File: config.mk
export PLATFORM = sky130hd
export DESIGN_NAME = msx_slot_responder
export DESIGN_NICKNAME = d
export VERILOG_FILES = /design/src/rtl/msx_slot_pkg.sv /design/src/rtl/msx_sync.sv /design/src/rtl/msx_slot_responder.sv
export SDC_FILE = /design/constraint.sdc
export NUM_CORES = 1
export LEC_CHECK = 0
export BUFFER_PORTS_ARGS = -buffer_cell sky130_fd_sc_hd__buf_4
export CORE_AREA = 2 2 85 87
export DETAILED_ROUTE_END_ITERATION = 6
export DIE_AREA = 0 0 87 89
export GPL_ROUTABILITY_DRIVEN = 0
export GPL_TIMING_DRIVEN = 0
export PLACE_DENSITY = 0.77
export SLEW_MARGIN = 20
export SYNTH_ARGS = -nofsm -noshare
export SYNTH_HDL_FRONTEND = slang
export SYNTH_SLANG_ARGS = --single-unit
File: constraint.sdc
create_clock -name clk -period 2.92 [get_ports clk]
set_input_delay 0.292 -clock clk [delete_from_list [all_inputs] [get_ports clk]]
set_output_delay 0.292 -clock clk [all_outputs]
set_load 0.01 [all_outputs]
File: src/rtl/msx_slot_pkg.sv
// msx_slot_pkg: shared FSM states, address window constants and page index helper for the slot responder
package msx_slot_pkg;
  typedef enum logic [1:0] {IDLE, REQ, HOLD, DONE} state_t;
  localparam logic [15:0] PAGE_LO = 16'h4000;
  localparam logic [15:0] PAGE_HI = 16'hBFFF;
  localparam logic [15:0] MAP_LO = 16'h6000;
  localparam logic [15:0] MAP_HI = 16'h7FFF;
  localparam logic [7:0] TIMEOUT_DATA = 8'hFF;
  function automatic logic [1:0] page_idx(input logic [15:0] a);
    return 2'(a[15:13] - 3'd2);
  endfunction
endpackage

File: src/rtl/msx_sync.sv
// msx_sync: multi-stage synchronizer that resets to all ones so the active-low strobes start out idle
module msx_sync #(
  parameter int W = 1,
  parameter int STAGES = 2
) (
  input  logic         clk,
  input  logic         reset,
  input  logic [W-1:0] d,
  output logic [W-1:0] q
);
  logic [W-1:0] ff [STAGES];
  always_ff @(posedge clk) begin
    if (reset) begin
      for (int i = 0; i < STAGES; i++) ff[i] <= '1;
    end else begin
      ff[0] <= d;
      for (int i = 1; i < STAGES; i++) ff[i] <= ff[i-1];
    end
  end
  assign q = ff[STAGES-1];
endmodule

File: src/rtl/msx_slot_responder.sv
// msx_slot_responder: MSX cartridge slot responder with an ASCII8 mapper serving reads from local memory
module msx_slot_responder
  import msx_slot_pkg::*;
#(
  parameter int SYNC_STAGES = 2,
  parameter int MEM_AW = 21,
  parameter int TIMEOUT = 255
) (
  input  logic              clk,
  input  logic              reset,
  input  logic [15:0]       address,
  input  logic [7:0]        data_in,
  output logic [7:0]        data_out,
  output logic              data_oe,
  input  logic              rd,
  input  logic              wr,
  input  logic              merq,
  input  logic              sltsl,
  input  logic              msx_rst,
  output logic              nwait,
  output logic [MEM_AW-1:0] mem_addr,
  output logic              mem_req,
  input  logic [7:0]        mem_rdata,
  input  logic              mem_ack
);
  localparam int BW = MEM_AW - 13;
  localparam int CW = $clog2(TIMEOUT + 1);
  logic s_rd, s_wr, s_merq, s_sltsl, s_rst;
  msx_sync #(.W(5), .STAGES(SYNC_STAGES)) u_sync (
    .clk(clk),
    .reset(reset),
    .d({msx_rst, sltsl, merq, wr, rd}),
    .q({s_rst, s_sltsl, s_merq, s_wr, s_rd})
  );
  state_t state, state_n;
  logic [BW-1:0] bank [4];
  logic [CW-1:0] cnt, cnt_n;
  logic [7:0] data_out_n;
  logic data_oe_n, nwait_n, mem_req_n, bank_we, in_win, in_map, start;
  logic [MEM_AW-1:0] mem_addr_n;
  assign in_win = address >= PAGE_LO && address <= PAGE_HI;
  assign in_map = address >= MAP_LO && address <= MAP_HI;
  // exactly one of rd/wr low; both low is an illegal bus state and is ignored
  assign start = !s_sltsl && !s_merq && (s_rd ^ s_wr) && in_win;
  always_comb begin
    state_n = state;
    data_out_n = data_out;
    data_oe_n = data_oe;
    nwait_n = nwait;
    mem_req_n = mem_req;
    mem_addr_n = mem_addr;
    cnt_n = cnt;
    bank_we = 1'b0;
    case (state)
      IDLE: begin
        if (start && !s_rd) begin
          state_n = REQ;
          nwait_n = 1'b0;
          mem_req_n = 1'b1;
          mem_addr_n = {bank[page_idx(address)], address[12:0]};
          cnt_n = '0;
        end else if (start) begin
          state_n = DONE;
          bank_we = in_map;
        end
      end
      REQ: begin
        if (mem_ack || cnt == CW'(TIMEOUT)) begin
          state_n = HOLD;
          data_out_n = mem_ack ? mem_rdata : TIMEOUT_DATA;
          data_oe_n = 1'b1;
          nwait_n = 1'b1;
          mem_req_n = 1'b0;
        end else begin
          cnt_n = cnt + CW'(1);
        end
      end
      HOLD: begin
        if (s_rd) begin
          data_oe_n = 1'b0;
          state_n = IDLE;
        end
      end
      DONE: state_n = (s_wr && s_merq) ? IDLE : DONE;
      default: state_n = IDLE;
    endcase
  end
  always_ff @(posedge clk) begin
    if (reset || !s_rst) begin
      state <= IDLE;
      data_out <= 8'h00;
      data_oe <= 1'b0;
      nwait <= 1'b1;
      mem_req <= 1'b0;
      mem_addr <= '0;
      cnt <= '0;
      for (int i = 0; i < 4; i++) bank[i] <= '0;
    end else begin
      state <= state_n;
      data_out <= data_out_n;
      data_oe <= data_oe_n;
      nwait <= nwait_n;
      mem_req <= mem_req_n;
      mem_addr <= mem_addr_n;
      cnt <= cnt_n;
      if (bank_we) bank[address[12:11]] <= BW'(data_in);
    end
  end
endmodule

==> out/metrics.cfg <==
[run_status]
status = finished clean

[sta]
tightest_slew_ns = 0.810
max_slew_margin_pct = 45.6
setup_viol_count_final = 0
fin_crit_ns = 2.35
skew_ns = 0.00802
setup_tns_ns = 0
fin_crit_sh_pct = 80.6
finalHoldViolCount = 0
maxSlewViolCount = 0
rsz0062_at_grt = false
fin_ws_ns = 0.568
fmax_mhz = 425

[grt]
grt_start_max_net_pins = 14
grt_pass1_vias = 2575
overflow = 0
grt_pass1_wl_um = 12600
track_usage_pct = 21.4
antenna_found_initial = 0

[worst_setup_path]
required_ns = 2.93
worstSetupPathType = in -> reg
cp-end-kind = flip-flop
crit_arrival_ns = 2.36
start_kind = primary input
cp_max_fo = 10

[pwr]
leakage_nw = 1.72
powerDensity_mw_per_mm2 = 481
peakVddDrop_mv = 0.265
totalPowerFinal_mw = 2.12

[finish]
drive_gt1_share_pct = 31.8
final_area_mm2 = 0.00439
areaGrowthSynthToFinish_pct = 21.8
fill_cells = 545
antenna-diode-count = 0
final_cell_mix = 70 x buf_4, 52 x dfxtp_1, 50 x nand2_1, 32 x and4_1, 32 x edfxtp_1
stdcell_count = 482
nets = 440
seqCellArea_mm2 = 0.00200
layout_commonest_cell = buf_4
multi_input_comb_area_mm2 = 0.00148

[clock_tree]
clkSlewWorstSetupHoldPaths_ns = 0.08
numCtsBuffers = 9
cts.sink_count = 84
post_cts_buffers = 0
cts_root_buf = clkbuf_8
holdBufCountCts = 0
cts_resized = 0
cts_tree = built
clockBufferDepth = 2
clk_latency_ns = 0.36
ctsHtreeMaxLevel = 3

[logic_synthesis]
netlist_instances = 316
async_flop_share_pct = 0
ys_seq_area_share_pct = 55.5
synth-edff-count = 32
syn_area_per_cell_um2 = 11.4
ys_ff_latch = 84
ys_types = 41
syn_nets = 359
synthesis.area_mm2 = 0.00361
synth_ff_type = dfxtp_1
synth_warnings = 0

[floorplanning]
core-area_mm2 = 0.00672
io_pins = 72
rows = 30
die_w_um = 87
die-area_mm2 = 0.00774
die_y_um = 89
initial_core_util_pct = 53.7

[place]
place_area_mm2 = 0.00423
post-place-ws_ns = 0.188
portBuffers = 70
hpwl_um = 5820
placed_cells = 466

[route]
route.detailed.drc = 0
ant_nets = 0
vias = 2788
drtIter0Drc = 178
routed_via_density = 5.78
totalWireLength_um = 8130
drt-wirelength-per-cell_um = 16.9
first_pass_iters = 4

[flow_run]
cap_violations = 0

[min_path]
hold_path.class = in -> reg

-- layout make-up --
cell class | instances | area share (%)
timing repair buffer | 70 | 12.0
inverter | 3 | 0.256
sequential | 84 | 45.6
tap | 80 | 2.28
buffer | 19 | 2.53
multi-input combinational | 210 | 33.8
clock inverter | 5 | 0.655
clock buffer | 11 | 2.99
-- worst max-delay path, stage by stage --
cell	delay [ns]
buf_4	0.10
buf_6	0.15
inv_1	0.06
ha_1	0.28
nor3b_2	0.30
nand4_1	0.22
a21oi_4	0.31
buf_6	0.20
a31o_1	0.44
-- synth_stat cells, types with 5 or more instances --
cell,instances,share of area (%)
o221a_2,8,2.5
nand2_1,50,5.2
or2_2,10,1.7
edfxtp_1,32,27
dfxtp_1,52,29
mux4_2,8,5.0
nand2b_1,5,0.87
nand4_1,6,1.0
nand3_1,6,0.83
and4_1,32,7.8
nor2_1,10,1.0
a21oi_1,26,3.6
clkbuf_1,7,0.73
nor2b_1,6,1.0
buf_2,8,1.1
-- per-stage QoR --
| stage | hold slack (ns) | util, % |
|---|---|---|
| floorplan | 0.389 | - |
| global placement | 0.396 | 63.0 |
| detailed placement | 0.396 | 63.0 |
| CTS | 0.110 | 65.4 |
| global route | 0.106 | 65.4 |
| finish | 0.117 | 65.4 |
-- per-layer routing --
metal | vias up | wire (µm) | global-route usage (%)
met3 | 8 | 530 | 4.06
met1 | 1318 | 3610 | 28.9
met4 | 0 | 116 | 8.10
met5 | - | 0 | 0
met2 | 104 | 3870 | 34.4
li1 | 1358 | - | -
-- cells by family after synthesis --
group	share of synthesized area (%)
XOR/XNOR	0.243
AO/OA/AOI/OAI	12.3
AND/OR/NAND/NOR	22.5
buffers and inverters	3.40
flip-flops	55.5
adder cells (fa/ha/maj)	1.04
multiplexers	4.99
-- path summary, 6_finish.rpt --
check / to / start / slack [ns] / cells past startpoint
worst max-delay path: bank[0][6] / address[14] / 0.57 / 9
worst min-delay path: u_sync.ff[0][3] / sltsl / 0.12 / 2
worst max register to register: bank[0][6] / u_sync.ff[0][7] / 0.75 / 5
worst min register to register: u_sync.ff[0][9] / u_sync.ff[0][4] / 0.41 / 1
-- flip-flops by register name, indices dropped and copies added, names as in the netlist --
signal and flops:
bank 32, mem_addr 21, u_sync.ff 10, cnt 8
data_out 8, state 2, data_oe 1, mem_req 1
nwait 1
-- where the power goes --
| group | leakage [nW] | internal, mW | switching, mW |
|---|---|---|---|
| clock | 0.0768 | 0.304 | 0.402 |
| combinational | 0.891 | 0.0728 | 0.0858 |
| sequential | 0.753 | 1.24 | 0.00906 |
(Power assumes the default switching activity.)
